===== config.mk =====
export PLATFORM = sky130hd
export DESIGN_NAME = sprite_ram_loader
export DESIGN_NICKNAME = d
export VERILOG_FILES = /design/src/rtl/sprite_ram_loader.sv
export SDC_FILE = /design/constraint.sdc
export NUM_CORES = 1
export LEC_CHECK = 0
export ABC_CLOCK_PERIOD_IN_PS = 7300
export BUFFER_PORTS_ARGS = -buffer_cell sky130_fd_sc_hd__buf_2
export CAP_MARGIN = 20
export CORE_ASPECT_RATIO = 0.7
export CORE_MARGIN = 2
export CORE_UTILIZATION = 35
export DETAILED_ROUTE_END_ITERATION = 16
export HOLD_SLACK_MARGIN = 0.15
export PLACE_DENSITY_LB_ADDON = 0.2
export SETUP_SLACK_MARGIN = 0.1
export SKIP_LAST_GASP = 1
export SYNTH_ARGS = -nofsm -noshare
export SYNTH_HDL_FRONTEND = slang
export SYNTH_SLANG_ARGS = --single-unit

===== constraint.sdc =====
create_clock -name i_clk -period 7.3 [get_ports i_clk]
set_input_delay 0.365 -clock i_clk [delete_from_list [all_inputs] [get_ports i_clk]]
set_output_delay 0.365 -clock i_clk [all_outputs]
set_load 0.005 [all_outputs]

===== src/rtl/sprite_ram_loader.sv =====
// sprite_ram_loader
//   Loads sprite pixel data from a byte stream into on-chip sprite RAM and
//   serves a registered (x, y, sprite) read port with the same 2-bit codes
//   the display ROMs use (0 transparent, 1 outline, 2 body, 3 reserved).
//
//   Frame: SYNC_BYTE, sprite id, then ceil(SPRITE_W*SPRITE_H/4) data bytes,
//   four pixels per byte, LSB pair first, raster order.
//
// Ports
//   i_clk, i_rst            clock, asynchronous active-high reset
//   i_data, i_valid, o_ready valid/ready byte stream
//   o_busy                  frame in progress (id accepted, not yet done)
//   o_done                  one-cycle pulse: sprite fully written
//   o_err                   one-cycle pulse: sprite id out of range
//   i_rd_sprite/x/y         read address
//   o_rd_pixel              registered pixel code (0 when out of range)
module sprite_ram_loader #(
  parameter int unsigned NUM_SPRITES = 4,
  parameter int unsigned SPRITE_W    = 10,
  parameter int unsigned SPRITE_H    = 10,
  parameter logic [7:0]  SYNC_BYTE   = 8'hA5
) (
  input  logic       i_clk,
  input  logic       i_rst,
  input  logic [7:0] i_data,
  input  logic       i_valid,
  output logic       o_ready,
  output logic       o_busy,
  output logic       o_done,
  output logic       o_err,
  input  logic [1:0] i_rd_sprite,
  input  logic [3:0] i_rd_x,
  input  logic [3:0] i_rd_y,
  output logic [1:0] o_rd_pixel
);

  localparam int unsigned PIX   = SPRITE_W * SPRITE_H;
  localparam int unsigned DEPTH = NUM_SPRITES * PIX;
  localparam int unsigned AW    = (DEPTH > 1) ? $clog2(DEPTH) : 1;
  localparam int unsigned NW    = (PIX > 1) ? $clog2(PIX) : 1;

  localparam logic [AW-1:0] PIX_A    = AW'(PIX);
  localparam logic [NW-1:0] LAST_PIX = NW'(PIX - 1);
  localparam logic [7:0]    ID_LIMIT = 8'(NUM_SPRITES);

  typedef enum logic [2:0] {
    S_IDLE,
    S_ID,
    S_DATA,
    S_UNPACK,
    S_DONE
  } state_t;

  state_t        state;
  logic [AW-1:0] base;
  logic [NW-1:0] pix_idx;
  logic [1:0]    field;
  logic [7:0]    shreg;

  logic          accept;
  logic          wr_en;
  logic [AW-1:0] wr_addr;
  logic          rd_ok;
  logic [AW-1:0] rd_addr;

  logic [1:0]    mem [DEPTH];

  assign accept  = i_valid && o_ready;
  assign wr_en   = (state == S_UNPACK);
  assign wr_addr = base + AW'(pix_idx);

  always_ff @(posedge i_clk or posedge i_rst) begin
    if (i_rst) begin
      state   <= S_IDLE;
      o_ready <= 1'b1;
      o_busy  <= 1'b0;
      o_done  <= 1'b0;
      o_err   <= 1'b0;
      base    <= '0;
      pix_idx <= '0;
      field   <= '0;
      shreg   <= '0;
    end else begin
      o_done <= 1'b0;
      o_err  <= 1'b0;
      unique case (state)
        S_IDLE: begin
          if (accept && i_data == SYNC_BYTE) state <= S_ID;
        end
        S_ID: begin
          if (accept) begin
            if (i_data >= ID_LIMIT) begin
              o_err <= 1'b1;
              state <= S_IDLE;
            end else begin
              base    <= AW'(i_data) * PIX_A;
              pix_idx <= '0;
              o_busy  <= 1'b1;
              state   <= S_DATA;
            end
          end
        end
        S_DATA: begin
          if (accept) begin
            shreg   <= i_data;
            field   <= '0;
            o_ready <= 1'b0;
            state   <= S_UNPACK;
          end
        end
        S_UNPACK: begin
          shreg   <= {2'b00, shreg[7:2]};
          field   <= field + 2'd1;
          pix_idx <= pix_idx + NW'(1);
          // Finishing the last pixel wins over the field count, so any
          // trailing fields of the final byte are never written.
          if (pix_idx == LAST_PIX) begin
            o_busy <= 1'b0;
            o_done <= 1'b1;
            state  <= S_DONE;
          end else if (field == 2'd3) begin
            o_ready <= 1'b1;
            state   <= S_DATA;
          end
        end
        S_DONE: begin
          o_ready <= 1'b1;
          state   <= S_IDLE;
        end
        default: state <= S_IDLE;
      endcase
    end
  end

  // RAM contents deliberately survive reset.
  always_ff @(posedge i_clk) begin
    if (wr_en) mem[wr_addr] <= shreg[1:0];
  end

  always_comb begin
    rd_ok   = (32'(i_rd_x) < SPRITE_W) && (32'(i_rd_y) < SPRITE_H) &&
              (32'(i_rd_sprite) < NUM_SPRITES);
    rd_addr = AW'(32'(i_rd_sprite) * PIX + 32'(i_rd_y) * SPRITE_W + 32'(i_rd_x));
  end

  // Read samples the pre-write RAM contents (read-before-write).
  always_ff @(posedge i_clk or posedge i_rst) begin
    if (i_rst) o_rd_pixel <= '0;
    else       o_rd_pixel <= rd_ok ? mem[rd_addr] : '0;
  end

endmodule


# ---- After elaboration in Yosys (flattened, before gate mapping)
# Memories as Yosys holds them, arrays and structs flattened.
# Cells that the tools add are included.
# Widths: inputs -> output; s select.
dict set report classes {
  addsub 5
  multipliers 3
  order_cmp 3
  eq_ne 15
  n_mux 30
  bitwise_logic 1
  n_reduce_logical 13
}
# op count
set op_table {}
lappend op_table {{$pmux 8 s2} 1}
lappend op_table {{$mux 3} 5}
lappend op_table {{$mux 7} 2}
lappend op_table {{$pmux 7 s2} 1}
lappend op_table {{$mux 1} 13}
lappend op_table {{$pmux 3 s4} 1}
lappend op_table {{$reduce_and 4->1} 3}
lappend op_table {{$ne 2x2->1 const B} 5}
lappend op_table {{$add 9x4->9} 1}
lappend op_table {{$add 9x7->9} 1}
lappend op_table {{$add 9x8->9} 1}
lappend op_table {{$eq 8x8->1 const B} 1}
lappend op_table {{$ge 8x3->1 const B} 1}
lappend op_table {{$lt 4x4->1 const B} 2}
lappend op_table {{$mul 8x5->7 const B} 1}
lappend op_table {{$mux 8} 1}
lappend op_table {{$add 7x1->7 const B} 1}
lappend op_table {{$eq 7x7->1 const B} 1}
lappend op_table {{$mul 2x5->7 const B} 1}
lappend op_table {{$mul 4x3->7 const B} 1}
lappend op_table {{$eq 3x2->1 const B} 2}
lappend op_table {{$mux 2} 3}
lappend op_table {{$reduce_and 3->1} 2}
lappend op_table {{$ne 2x1->1 const B} 2}
lappend op_table {{14 further kinds} 17}
dict set report word_totals {
  regBits 33
  ram_bits 800
  in_bits 21
  elab_cells 81
  mem_count 1
}
# name words width rd rd_clocked_by_memory_dff write_ports line_no
set mem_list {}
lappend mem_list {mem 400 2 1 0 1 66} ;# logic [1:0] mem [DEPTH];

# ---- Logic depth before layout (Yosys ltp)
# An unclocked memory read counts as a cell.
dict set report logic_depth {
  word_depth 5
  ltp_mapped 17
  mapped_depth_nobuf 14
}

# ---- Least setup slack after synthesis
# OpenSTA, ideal clock, no wires.
dict set report synth_path {
  kind {reg-to-reg}
  start {reg shreg[0]}
  end {mem mem[0][0], data pin}
  t_arrival_ns 4.804
  slack_ns 1.354
  path_stages_with_launch 1
  path_buffers 0
  synth_period_minus_slack_ns 5.946
  cell_sequence {dfrtp_1}
}
# item line_no
set synth_lines {}
lappend synth_lines {{start, declared} 58} ;# logic [7:0] shreg;
lappend synth_lines {{start signal, assigned} 105} ;# shreg <= i_data;
lappend synth_lines {{start signal, assigned} 112} ;# shreg <= {2'b00, shreg[7:2]};
lappend synth_lines {{end, declared} 66}
# No word-level cell before the write port.

# ---- Worst setup path after layout
dict set report layout_path {
  start {reg pix_idx[2]}
  end {mem mem[336][0] (enable)}
}
dict set report layout_via {
  elab_chain_len 1
}
# item line_no
set layout_lines {}
lappend layout_lines {{start, declared} 56} ;# logic [NW-1:0] pix_idx;
lappend layout_lines {{start signal, assigned} 114} ;# pix_idx <= pix_idx + NW'(1);
lappend layout_lines {{$add 9x7->9} 70} ;# assign wr_addr = base + AW'(pix_idx);
# No other way between the ends.

==> results.yml <==
run_status:
  status: "finished, violations left"
  violations: "design-rule violations"
timing:
  drv_slew: 0
  period_share_pct: 61.0
  rsz0062_at_grt: "no"
  period_needed_ps: 4450
  worst_slew_pin_slew_ps: 1130
  worst_clock_skew_ps: 19.6
  finalHoldViolCount: 0
  setup_viol: 0
  fin_setup_tns_ps: 0
  fmax_mhz: 225
  hold_slack_ps: 249
  slew_headroom_pct: 24.4
power:
  power_switching_mw: 3.55
  power.leakage_nw: 12.5
  power_density_mw_per_mm2: 316
  sw_frac_of_total_pct: 28.4
  power_mw: 12.5
  pwr-share-clk_pct: 33.4
  seq_power_share_pct: 48.8
  pwr-share-comb_pct: 17.8
  internal_power_mw: 8.96
  ir_drop_mv: 0.257
global_routing:
  grt_pass1_vias: 19400
  overflow: 0
  grt_usage_pct: 18.3
  grt_max_degree: 191
  grt_first_pass_wirelength_um: 138000
  antenna_found_initial: 5
route:
  vias: 19300
  drt-total-wl_um: 94500
  viasPerCell: 5.49
  antenna_left: 0
  firstDrtPassIters: 12
  drtIter0Drc: 1993
  avgRoutedWirePerCell_um: 26.9
  drc: 3
logic_synthesis:
  synth_ff_type: "edfxtp_1"
  yosysWarnings: 0
  syn-instance-count: 2091
  ys_types: 69
  netlist_area_mm2: 0.0354
  syn_nets: 2154
  synth-seq-area-share_pct: 70.1
  async_reset_ff_share_pct: 3.96
  synth-edff-count: 800
  syn-mean-instance-area_um2: 16.9
  synth-seq-cells: 833
clocking:
  hold_buffers: 11
  clk_latency_ps: 660
  cts_tree: "yes"
  clock-sinks: 833
  htreeDepth: 3
  post_cts_resized: 0
  cts_buffers: 81
  clk_pin_slew_ps: 60
  clockBufferDepth: 3
  postCtsSetupBuffers: 0
  root_buffer: "clkbuf_16"
worst_hold_path:
  hold_class: "in2reg"
critical_path:
  crit_path_max_fanout: 16
  cpLargestDelayFamily: "simple AND/OR/NAND/NOR gates"
  crit_arrival_ps: 4790
  startpoint_type: "flop"
  critical_path.slowest_cell: "nor3_1"
  worstPathCellList: "ha_1, fa_1, a21o_1, a21oi_1, nor2b_1, o21ai_1, xor2_1, nor3_1, nand2_1, nor2_1"
  critPathMaxStageDelay_ps: 890
  worstPathRequired_ps: 7640
  setup.worst_path.end_class: "flop"
  critPathBufInv: 0
  critical_path_class: "reg2reg"
  reg2reg_setup_slack_ps: 2850
floorplanning:
  io_pins: 27
  dieArea_mm2: 0.104
  die_w_um: 384
  dieHeight_um: 270
  start_util_pct: 35.3
  core_region_area_mm2: 0.100
  fp-row-count: 97
placed_design:
  dp_hpwl_um: 55900
  postPlaceCellArea_mm2: 0.0369
  routabilityCongestion: 0.803
  port_buffers: 26
layout:
  post-route-cell-area_mm2: 0.0396
  drive_above_1_share_pct: 16.6
  synthToLayoutAreaGrowth_pct: 11.8
  nFillCells: 9204
  fin_nets: 2181
  antenna_cells: 0
flow_run:
  drv_cap: 0
## path summary, 6_finish.rpt
kind / end / cells past startpoint / start
max: mem[336][0]$_DFFE_PP_ / 10 / pix_idx[2]$_DFFE_PP0P_
min reg2reg: o_busy$_DFFE_PP0P_ / 1 / o_busy$_DFFE_PP0P_
min in group asynchronous: shreg[5]$_DFFE_PP0P_ / 4 / i_rst
max reg2reg: mem[336][0]$_DFFE_PP_ / 10 / pix_idx[2]$_DFFE_PP0P_
min: o_rd_pixel[0]$_DFF_PP0_ / 4 / i_rd_y[1]
max in group asynchronous: shreg[0]$_DFFE_PP0P_ / 4 / i_rst
## per-stage QoR
step	std cells	utilization, %	setup slack [ps]
2_1_floorplan	2091	-	1350
3_3_place_gp	3357	36.8	2370
3_5_place_dp	3357	36.8	2210
4_1_cts	3517	39.4	2890
5_1_grt	3520	39.5	2550
6_report	3520	39.5	2850
## cells in the mapped netlist (4+ instances only)
master,instances,area share (%)
mux2i_1,30,0.85
nand2_1,114,1.2
clkbuf_1,69,0.73
ha_1,36,1.3
buf_2,27,0.38
xor2_1,9,0.22
nor2b_1,12,0.21
nand3_1,22,0.31
nand4_1,13,0.23
and3_1,11,0.19
mux4_1,54,4.0
nor3_1,9,0.13
o21a_1,5,0.11
o21ai_0,26,0.37
a211oi_1,4,0.085
buf_4,12,0.25
buf_12,4,0.23
and2_1,6,0.11
nor4_1,6,0.11
buf_8,6,0.25
edfxtp_1,800,68
a21oi_1,19,0.27
nor2_1,448,4.7
o2111ai_1,4,0.099
inv_1,25,0.26
a221oi_1,10,0.25
dfrtp_1,32,2.3
xnor2_1,15,0.37
mux4_2,156,9.9
a31oi_1,10,0.18
o22ai_1,9,0.16
fa_1,6,0.34
a22oi_1,13,0.28
buf_6,12,0.38
## metal layers
metal	global-route usage [%]	vias up	part of all wire, %	routed length (um)
met3	4.69	134	8.5	8040
li1	-	8234	-	-
met2	25.7	781	43	40500
met5	0.648	-	0.11	104
met1	28.0	10200	47	44000
met4	4.33	4	2.0	1920
## layout by cell type, fill, tap and decap left out, types with 16 or more instances in the layout
cell type	netlist	final
a21oi_1	19	19
edfxtp_1	800	800
buf_2	27	25
nor2_1	448	448
ha_1	36	34
clkbuf_1	69	16
nand3_1	22	22
buf_4	12	34
clkinv_1	1	20
mux2i_1	30	30
mux4_1	54	54
mux4_2	156	156
dfrtp_1	32	30
o21ai_0	26	26
inv_1	25	25
clkinv_2	0	18
clkbuf_16	0	83
nand2_1	114	105
## power by group through the flow
stage	Sequential, mW	Combinational [mW]	Clock [mW]
after floorplan	6.69	1.02	0
after global placement	6.28	2.08	0
after detailed placement	6.29	2.11	0
after CTS	6.19	2.13	4.25
after global routing	6.12	2.40	4.44
final	6.11	2.23	4.17
## logic make-up (layout without fill, tap and decap cells)
| group | count (synthesis) | after routing | synth area share, % |
|---|---|---|---|
| and+or+nand+nor | 655 | 655 | 7.57 |
| xor gates and xnor gates | 26 | 26 | 0.717 |
| muxes | 242 | 242 | 14.8 |
| AOI/OAI and AO/OA | 131 | 131 | 2.53 |
| buffers and inverters | 162 | 255 | 2.60 |
| DFF | 833 | 833 | 70.1 |
| adders and majority gates | 42 | 42 | 1.61 |
## sequential cells by signal (all words and copies together) (netlist names)
register,flops
o_err,1
base,7
o_busy,1
mem,800
o_done,1
pix_idx,7
state,3
field,2
shreg,8
o_rd_pixel,2
o_ready,1
## final cells by class
| class | instances | area [um2] | area share (%) |
|---|---|---|---|
| Sequential cell | 833 | 24900 | 62.8 |
| Multi-Input combinational cell | 1096 | 9730 | 24.6 |
| Clock buffer | 99 | 2140 | 5.40 |
| Tap cell | 1336 | 1670 | 4.22 |
| Timing Repair Buffer | 80 | 701 | 1.77 |
| Clock inverter | 50 | 420 | 1.06 |
| Inverter | 26 | 97.6 | 0.246 |
## worst register-to-register path, delay by kind of cell (launching register included)
family | cells | cell delay, ps
compound gates | 3 | 780
flops | 1 | 450
xor+xnor | 1 | 190
fa+ha+maj | 2 | 670
simple gates | 4 | 2050
(Power assumes the default switching activity.)
